===== src/rtl/mips_pkg.sv =====
// Shared types for the multi-cycle MIPS core: sequencer phases, access sizes
// and the bus-master FSM encoding.
package mips_pkg;

  typedef enum logic [2:0] {
    FETCH  = 3'd0,
    DECODE = 3'd1,
    EXEC   = 3'd2,
    MEM    = 3'd3,
    WB     = 3'd4
  } phase_e;

  typedef enum logic [1:0] {
    SZ_BYTE = 2'd0,
    SZ_HALF = 2'd1,
    SZ_WORD = 2'd2
  } mem_size_e;

  // IDLE: no cycle issued this visit; BUSY: slave is stalling us;
  // DONE: this phase visit already had its one bus cycle.
  typedef enum logic [1:0] {
    ST_IDLE = 2'd0,
    ST_BUSY = 2'd1,
    ST_DONE = 2'd2
  } bus_state_e;

endpackage


===== src/rtl/mem_bus_interface_load_align.sv =====
// load_align: picks the addressed byte/half out of a little-endian read word
// and zero- or sign-extends it. Word loads pass through unchanged.
module load_align
  import mips_pkg::*;
(
  input  logic [31:0] readdata_i,
  input  logic [1:0]  addr_lo_i,
  input  logic [1:0]  size_i,
  input  logic        signed_i,
  output logic [31:0] result_o
);

  logic [7:0]  byte_sel;
  logic [15:0] half_sel;

  // Lane selection and extension from the raw read word.
  always_comb begin
    case (addr_lo_i)
      2'd0:    byte_sel = readdata_i[7:0];
      2'd1:    byte_sel = readdata_i[15:8];
      2'd2:    byte_sel = readdata_i[23:16];
      default: byte_sel = readdata_i[31:24];
    endcase
    half_sel = addr_lo_i[1] ? readdata_i[31:16] : readdata_i[15:0];
    case (mem_size_e'(size_i))
      SZ_BYTE: result_o = {{24{signed_i & byte_sel[7]}}, byte_sel};
      SZ_HALF: result_o = {{16{signed_i & half_sel[15]}}, half_sel};
      default: result_o = readdata_i;
    endcase
  end

endmodule


===== src/rtl/mem_bus_interface.sv =====
// mem_bus_interface: Avalon-MM master for the multi-cycle MIPS core. Issues one
// instruction read per FETCH visit and one load/store per MEM visit, owns IR
// and MDR, and stalls the phase sequencer while a bus cycle is outstanding.
// Optional macro ALIGN_CHECK_EN: misaligned half/word data accesses are
// suppressed and flagged on the sticky addr_err output.
//
// Handshake: a request is presented when req=1; it is accepted on the posedge
// where req=1 and avm_waitrequest=0. Address, strobes, byteenable and
// writedata come straight from the held datapath inputs, so they are stable
// from the first req cycle until acceptance.
module mem_bus_interface
  import mips_pkg::*;
#(
  parameter logic [2:0] PH_FETCH = 3'd0,
  parameter logic [2:0] PH_MEM   = 3'd3
) (
  input  logic        clk,
  input  logic        reset,
  input  logic [2:0]  phase,
  input  logic [31:0] pc,
  input  logic [31:0] mem_addr,
  input  logic        mem_rd,
  input  logic        mem_wr,
  input  logic [1:0]  mem_size,
  input  logic        mem_signed,
  input  logic [31:0] store_data,
  output logic        stall,
  output logic [31:0] ir,
  output logic [31:0] mdr,
  output logic [31:0] avm_address,
  output logic        avm_read,
  output logic        avm_write,
  output logic [3:0]  avm_byteenable,
  output logic [31:0] avm_writedata,
  input  logic [31:0] avm_readdata,
`ifdef ALIGN_CHECK_EN
  output logic        addr_err,
`endif
  input  logic        avm_waitrequest
);

  bus_state_e  state_q, state_d;
  logic [2:0]  prev_phase_q, prev_phase_d;
  logic [31:0] ir_q, ir_d;
  logic [31:0] mdr_q, mdr_d;
  logic [31:0] load_val;
  logic [31:0] byte_addr;
  logic [3:0]  be_lane;
  logic [1:0]  a;
  logic        is_fetch, is_mem, data_access, misaligned;
  logic        need, done, req, accept;

  assign a           = mem_addr[1:0];
  assign is_fetch    = (phase == PH_FETCH);
  assign is_mem      = (phase == PH_MEM);
  assign data_access = is_mem & (mem_rd | mem_wr);

  // Alignment screen for data accesses; fetches are never screened.
  always_comb begin
    misaligned = 1'b0;
`ifdef ALIGN_CHECK_EN
    case (mem_size_e'(mem_size))
      SZ_BYTE: misaligned = 1'b0;
      SZ_HALF: misaligned = data_access & a[0];
      default: misaligned = data_access & (a != 2'd0);
    endcase
`endif
  end

  // Request generation; reset masks every strobe during the reset cycle.
  assign need   = is_fetch | (data_access & ~misaligned);
  assign done   = (state_q == ST_DONE);
  assign req    = need & ~done & ~reset;
  assign accept = req & ~avm_waitrequest;
  assign stall  = req & avm_waitrequest;

  assign avm_read  = req & (is_fetch | mem_rd);
  assign avm_write = req & is_mem & mem_wr;

  // Byte-lane steering for data accesses (little-endian lanes).
  always_comb begin
    case (mem_size_e'(mem_size))
      SZ_BYTE: begin
        be_lane       = 4'b0001 << a;
        avm_writedata = {4{store_data[7:0]}};
      end
      SZ_HALF: begin
        be_lane       = a[1] ? 4'b1100 : 4'b0011;
        avm_writedata = {2{store_data[15:0]}};
      end
      default: begin
        be_lane       = 4'b1111;
        avm_writedata = store_data;
      end
    endcase
  end

  assign byte_addr      = is_fetch ? pc : mem_addr;
  assign avm_address    = byte_addr & 32'hFFFF_FFFC;
  assign avm_byteenable = req ? (is_fetch ? 4'b1111 : be_lane) : 4'b0000;

  load_align u_load_align (
    .readdata_i (avm_readdata),
    .addr_lo_i  (a),
    .size_i     (mem_size),
    .signed_i   (mem_signed),
    .result_o   (load_val)
  );

  // Next-state: one bus cycle per phase visit, captured data on acceptance.
  always_comb begin
    state_d      = state_q;
    prev_phase_d = prev_phase_q;
    ir_d         = ir_q;
    mdr_d        = mdr_q;
    case (state_q)
      ST_IDLE: begin
        if (accept)   state_d = ST_DONE;
        else if (req) state_d = ST_BUSY;
      end
      ST_BUSY: begin
        if (accept)    state_d = ST_DONE;
        else if (!req) state_d = ST_IDLE;
      end
      ST_DONE: begin
        if (phase != prev_phase_q) state_d = ST_IDLE;
      end
      default: state_d = ST_IDLE;
    endcase
    if (accept) begin
      prev_phase_d = phase;
      if (is_fetch)    ir_d  = avm_readdata;
      else if (mem_rd) mdr_d = load_val;
    end
  end

  // State and data registers with synchronous reset.
  always_ff @(posedge clk) begin
    if (reset) begin
      state_q      <= ST_IDLE;
      prev_phase_q <= 3'd0;
      ir_q         <= 32'd0;
      mdr_q        <= 32'd0;
    end else begin
      state_q      <= state_d;
      prev_phase_q <= prev_phase_d;
      ir_q         <= ir_d;
      mdr_q        <= mdr_d;
    end
  end

  assign ir  = ir_q;
  assign mdr = mdr_q;

`ifdef ALIGN_CHECK_EN
  logic addr_err_q;

  // Sticky misalignment flag; only reset clears it.
  always_ff @(posedge clk) begin
    if (reset)           addr_err_q <= 1'b0;
    else if (misaligned) addr_err_q <= 1'b1;
  end

  assign addr_err = addr_err_q;
`endif

endmodule


===== config.mk =====
export PLATFORM = sky130hd
export DESIGN_NAME = mem_bus_interface
export DESIGN_NICKNAME = d
export VERILOG_FILES = /design/src/rtl/mips_pkg.sv /design/src/rtl/mem_bus_interface_load_align.sv /design/src/rtl/mem_bus_interface.sv
export SDC_FILE = /design/constraint.sdc
export NUM_CORES = 1
export LEC_CHECK = 0
export CAP_MARGIN = 0
export CORE_MARGIN = 3
export CORE_UTILIZATION = 35
export CTS_BUF_LIST = sky130_fd_sc_hd__clkbuf_8 sky130_fd_sc_hd__clkbuf_16
export DETAILED_ROUTE_END_ITERATION = 8
export GPL_TIMING_DRIVEN = 0
export PLACE_DENSITY = 0.82
export SYNTH_ARGS = -nofsm -noshare
export SYNTH_HDL_FRONTEND = slang
export SYNTH_SLANG_ARGS = --single-unit

===== constraint.sdc =====
create_clock -name clk -period 3.5 [get_ports clk]
set_input_delay 1.05 -clock clk [delete_from_list [all_inputs] [get_ports clk]]
set_output_delay 1.05 -clock clk [all_outputs]
set_load 0.02 [all_outputs]

==> impl_metrics.tcl <==
set metrics [dict create \
    clockBufferDepth 2 \
    grt_util_all_layers_pct 25.1 \
    yosysTopAreaCell "dfxtp_1" \
    syn_to_final_growth_pct 83.0 \
    drive_above_1_share_pct 20.9 \
    critPathMaxStageDelay_ns 0.32 \
    clock-root-buffer "clkbuf_8" \
    grt_max_degree 13 \
    hold_start "ir[8]" \
    first_global_vias 4447 \
    dpl_worst_slack_ns -1.08 \
    crit_type "input pin to primary output" \
    die_h_um 110 \
    die_w_um 110 \
    synth-seq-cells 69 \
    ys_top_cells_by_count "91 x nand2_1, 69 x dfxtp_1, 50 x nor2_1" \
    yosysUniqueCellTypes 42 \
    setup_ws_ns 0.0200 \
    start_util_pct 36.3 \
    dp_hpwl_mm 12.7 \
    rows 37 \
    critPathBufInv 4 \
    ys.warnings.count 0 \
    htree_levels 3 \
    drv_slew 0 \
    cp-startpoint "mem_size[1]" \
    diodes 0 \
    place_congestion 0.900 \
    ctsHoldBuffers 0 \
    numCtsBuffers 9 \
    cpMaxStageDelayCell "mux2_2" \
    fin_nets 896 \
    outcome "finished, final reports clean" \
    synth-main-ff-cell "dfxtp_1" \
    hp-class "flip-flop to flip-flop" \
    via_per_inst 5.09 \
    ant_nets 0 \
    wl_mm 15.7 \
    drtPass1Iterations 5 \
    worstPathRequired_ns 2.45 \
    wl_per_cell_um 17.5 \
    critPathLaunchType "input pin" \
    yosysMostFrequentCell "nand2_1" \
    stdcell_count 897 \
    cts.sinks 69 \
    crit_chain "clkdlybuf4s15_1 -> buf_6 -> nor2_4 -> buf_4 -> mux2_2 -> clkdlybuf4s15_1" \
    reg2reg_from "state_q[0]" \
    yosys-top-cells-area "dfxtp_1 37%, mux2_2 14%, nand2_1 9.0%, a211oi_1 6.2%, a21oi_1 5.8%" \
    max_slew.worst_pin.slew_ns 0.570 \
    syn_inst 463 \
    dr_total_vias 4564 \
    coreArea_um2 10400 \
    worstSkewPairLatency_ns 0.35 \
    cts.clk_slew.worst_paths_ns 0.07 \
    synth_edf_count 0 \
    path_common_cell "clkdlybuf4s15_1" \
    hold_slack_ns 0.456 \
    grt_first_pass_wirelength_mm 23.4 \
    port_buffers 267 \
    path_delay_family "buffers and inverters" \
    dp.cells 867 \
    die_area_um2 12100 \
    cp_max_fo 10 \
    arrival_ns 2.43 \
    worst_clock_skew_ns 0.00517 \
    drt_iter0_drc 241 \
    setup_viol 0 \
    synth_area_per_cell_um2 8.16 \
    cts_tree "yes" \
    antenna_found_initial 0 \
    power.density_nw_per_um2 301 \
    drcViolationCount 0 \
    max_freq_mhz 287 \
    async_reset_ff_share_pct 0 \
    maxSlewHeadroom_pct 62.0 \
    synth_top_area_share_pct 36.6 \
    fin_setup_tns_ns 0 \
    hold_viol 0 \
    layout_min_cycle_time_ns 3.48 \
    ys_seq_area_share_pct 36.6 \
    overflow 0 \
    cap_violations 0 \
    peakVddDrop_mv 0.183 \
    power.leakage_nw 2.71 \
    ios 274 \
    finalCritPeriodShare_pct 99.4 \
    cp-end-kind "primary output" \
    syn_area_um2 3780 \
]
cells by family after synthesis:
logic type,Yosys count,share of synthesized area (%)
and+or+nand+nor,168,19.1
AOI/OAI and AO/OA,110,18.4
muxes,64,18.8
buffers and inverters,48,6.33
xor gates and xnor gates,3,0.696
other,1,0.0993
DFF,69,36.6
routing by layer:
metal | routed length, um | GRT usage [%] | vias up
met2 | 7780 | 40.1 | 206
met4 | 217 | 6.41 | 0
met1 | 6390 | 33.4 | 2142
met3 | 1330 | 6.93 | 19
li1 | - | - | 2197
met5 | 0 | 0 | -
report_power, final:
group	switching (mW)	total [mW]	internal [mW]
clock network	0.303	0.699	0.396
registers	0.00587	0.801	0.795
logic	0.274	0.577	0.303
total	0.583	2.08	1.49
final cells by class:
type                    instances  area (um2)
clock inverters                 6        88.8
well taps                     136         170
inverters                       4        15.0
fillers                       843        3510
clock buffers                   9         124
repair buffers                282        2640
multi-input cells             347        2210
flip-flops and latches         69        1380
plain buffers                  44         283
repair_timing:
action | 4_1_cts | 5_1_grt
gates resized for setup | 167 | 37
pin swaps | 4 | 3
hold endpoints to repair | 0 | 0
cloned | 0 | 0
setup endpoints to repair | 61 | 46
setup buffers | 11 | 4
through the flow:
step	util (%)	instance area [um2]	power (mW)
2_1_floorplan	-	3780	1.06
3_3_place_gp	63.6	6620	1.39
3_5_place_dp	63.6	6620	1.40
4_1_cts	66.6	6940	2.09
5_1_grt	66.3	6910	2.16
6_report	66.3	6910	2.08
flip-flops by register name (all words and copies together) (netlist names):
name and flops:
state_q 2, prev_phase_q 3, mdr 32, ir 32
worst min-delay path: cells and delay by family (launching register included):
family           cells  cell delay, ns
flip-flops           1            0.31
AO/OA/AOI/OAI        1            0.05
AND/OR/NAND/NOR      1            0.05
worst paths after layout:
kind                            to  slack, ns  cells after the start
setup / recovery  avm_writedata[9]       0.02                      6
hold / removal               ir[8]       0.46                      2
setup reg to reg           mdr[16]       1.67                      5
hold reg to reg              ir[8]       0.46                      2
cells in the final DEF (no fill, tap or decap), drive strengths merged, types with 3 or more instances in the layout:
master	synthesis	final
mux2	46	46
nand2	91	91
nor2b	3	3
o21ai	19	19
clkbuf	21	49
clkdlybuf4s50	0	199
dfxtp	69	69
dlygate4sd2	0	17
nor2	50	50
a211oi	31	31
inv	4	4
a21oi	44	44
mux2i	17	17
a22oi	7	7
and3	9	9
buf	23	50
nand2b	3	3
clkdlybuf4s15	0	15
dlymetal6s2s	0	5
(Power assumes the default switching activity.)
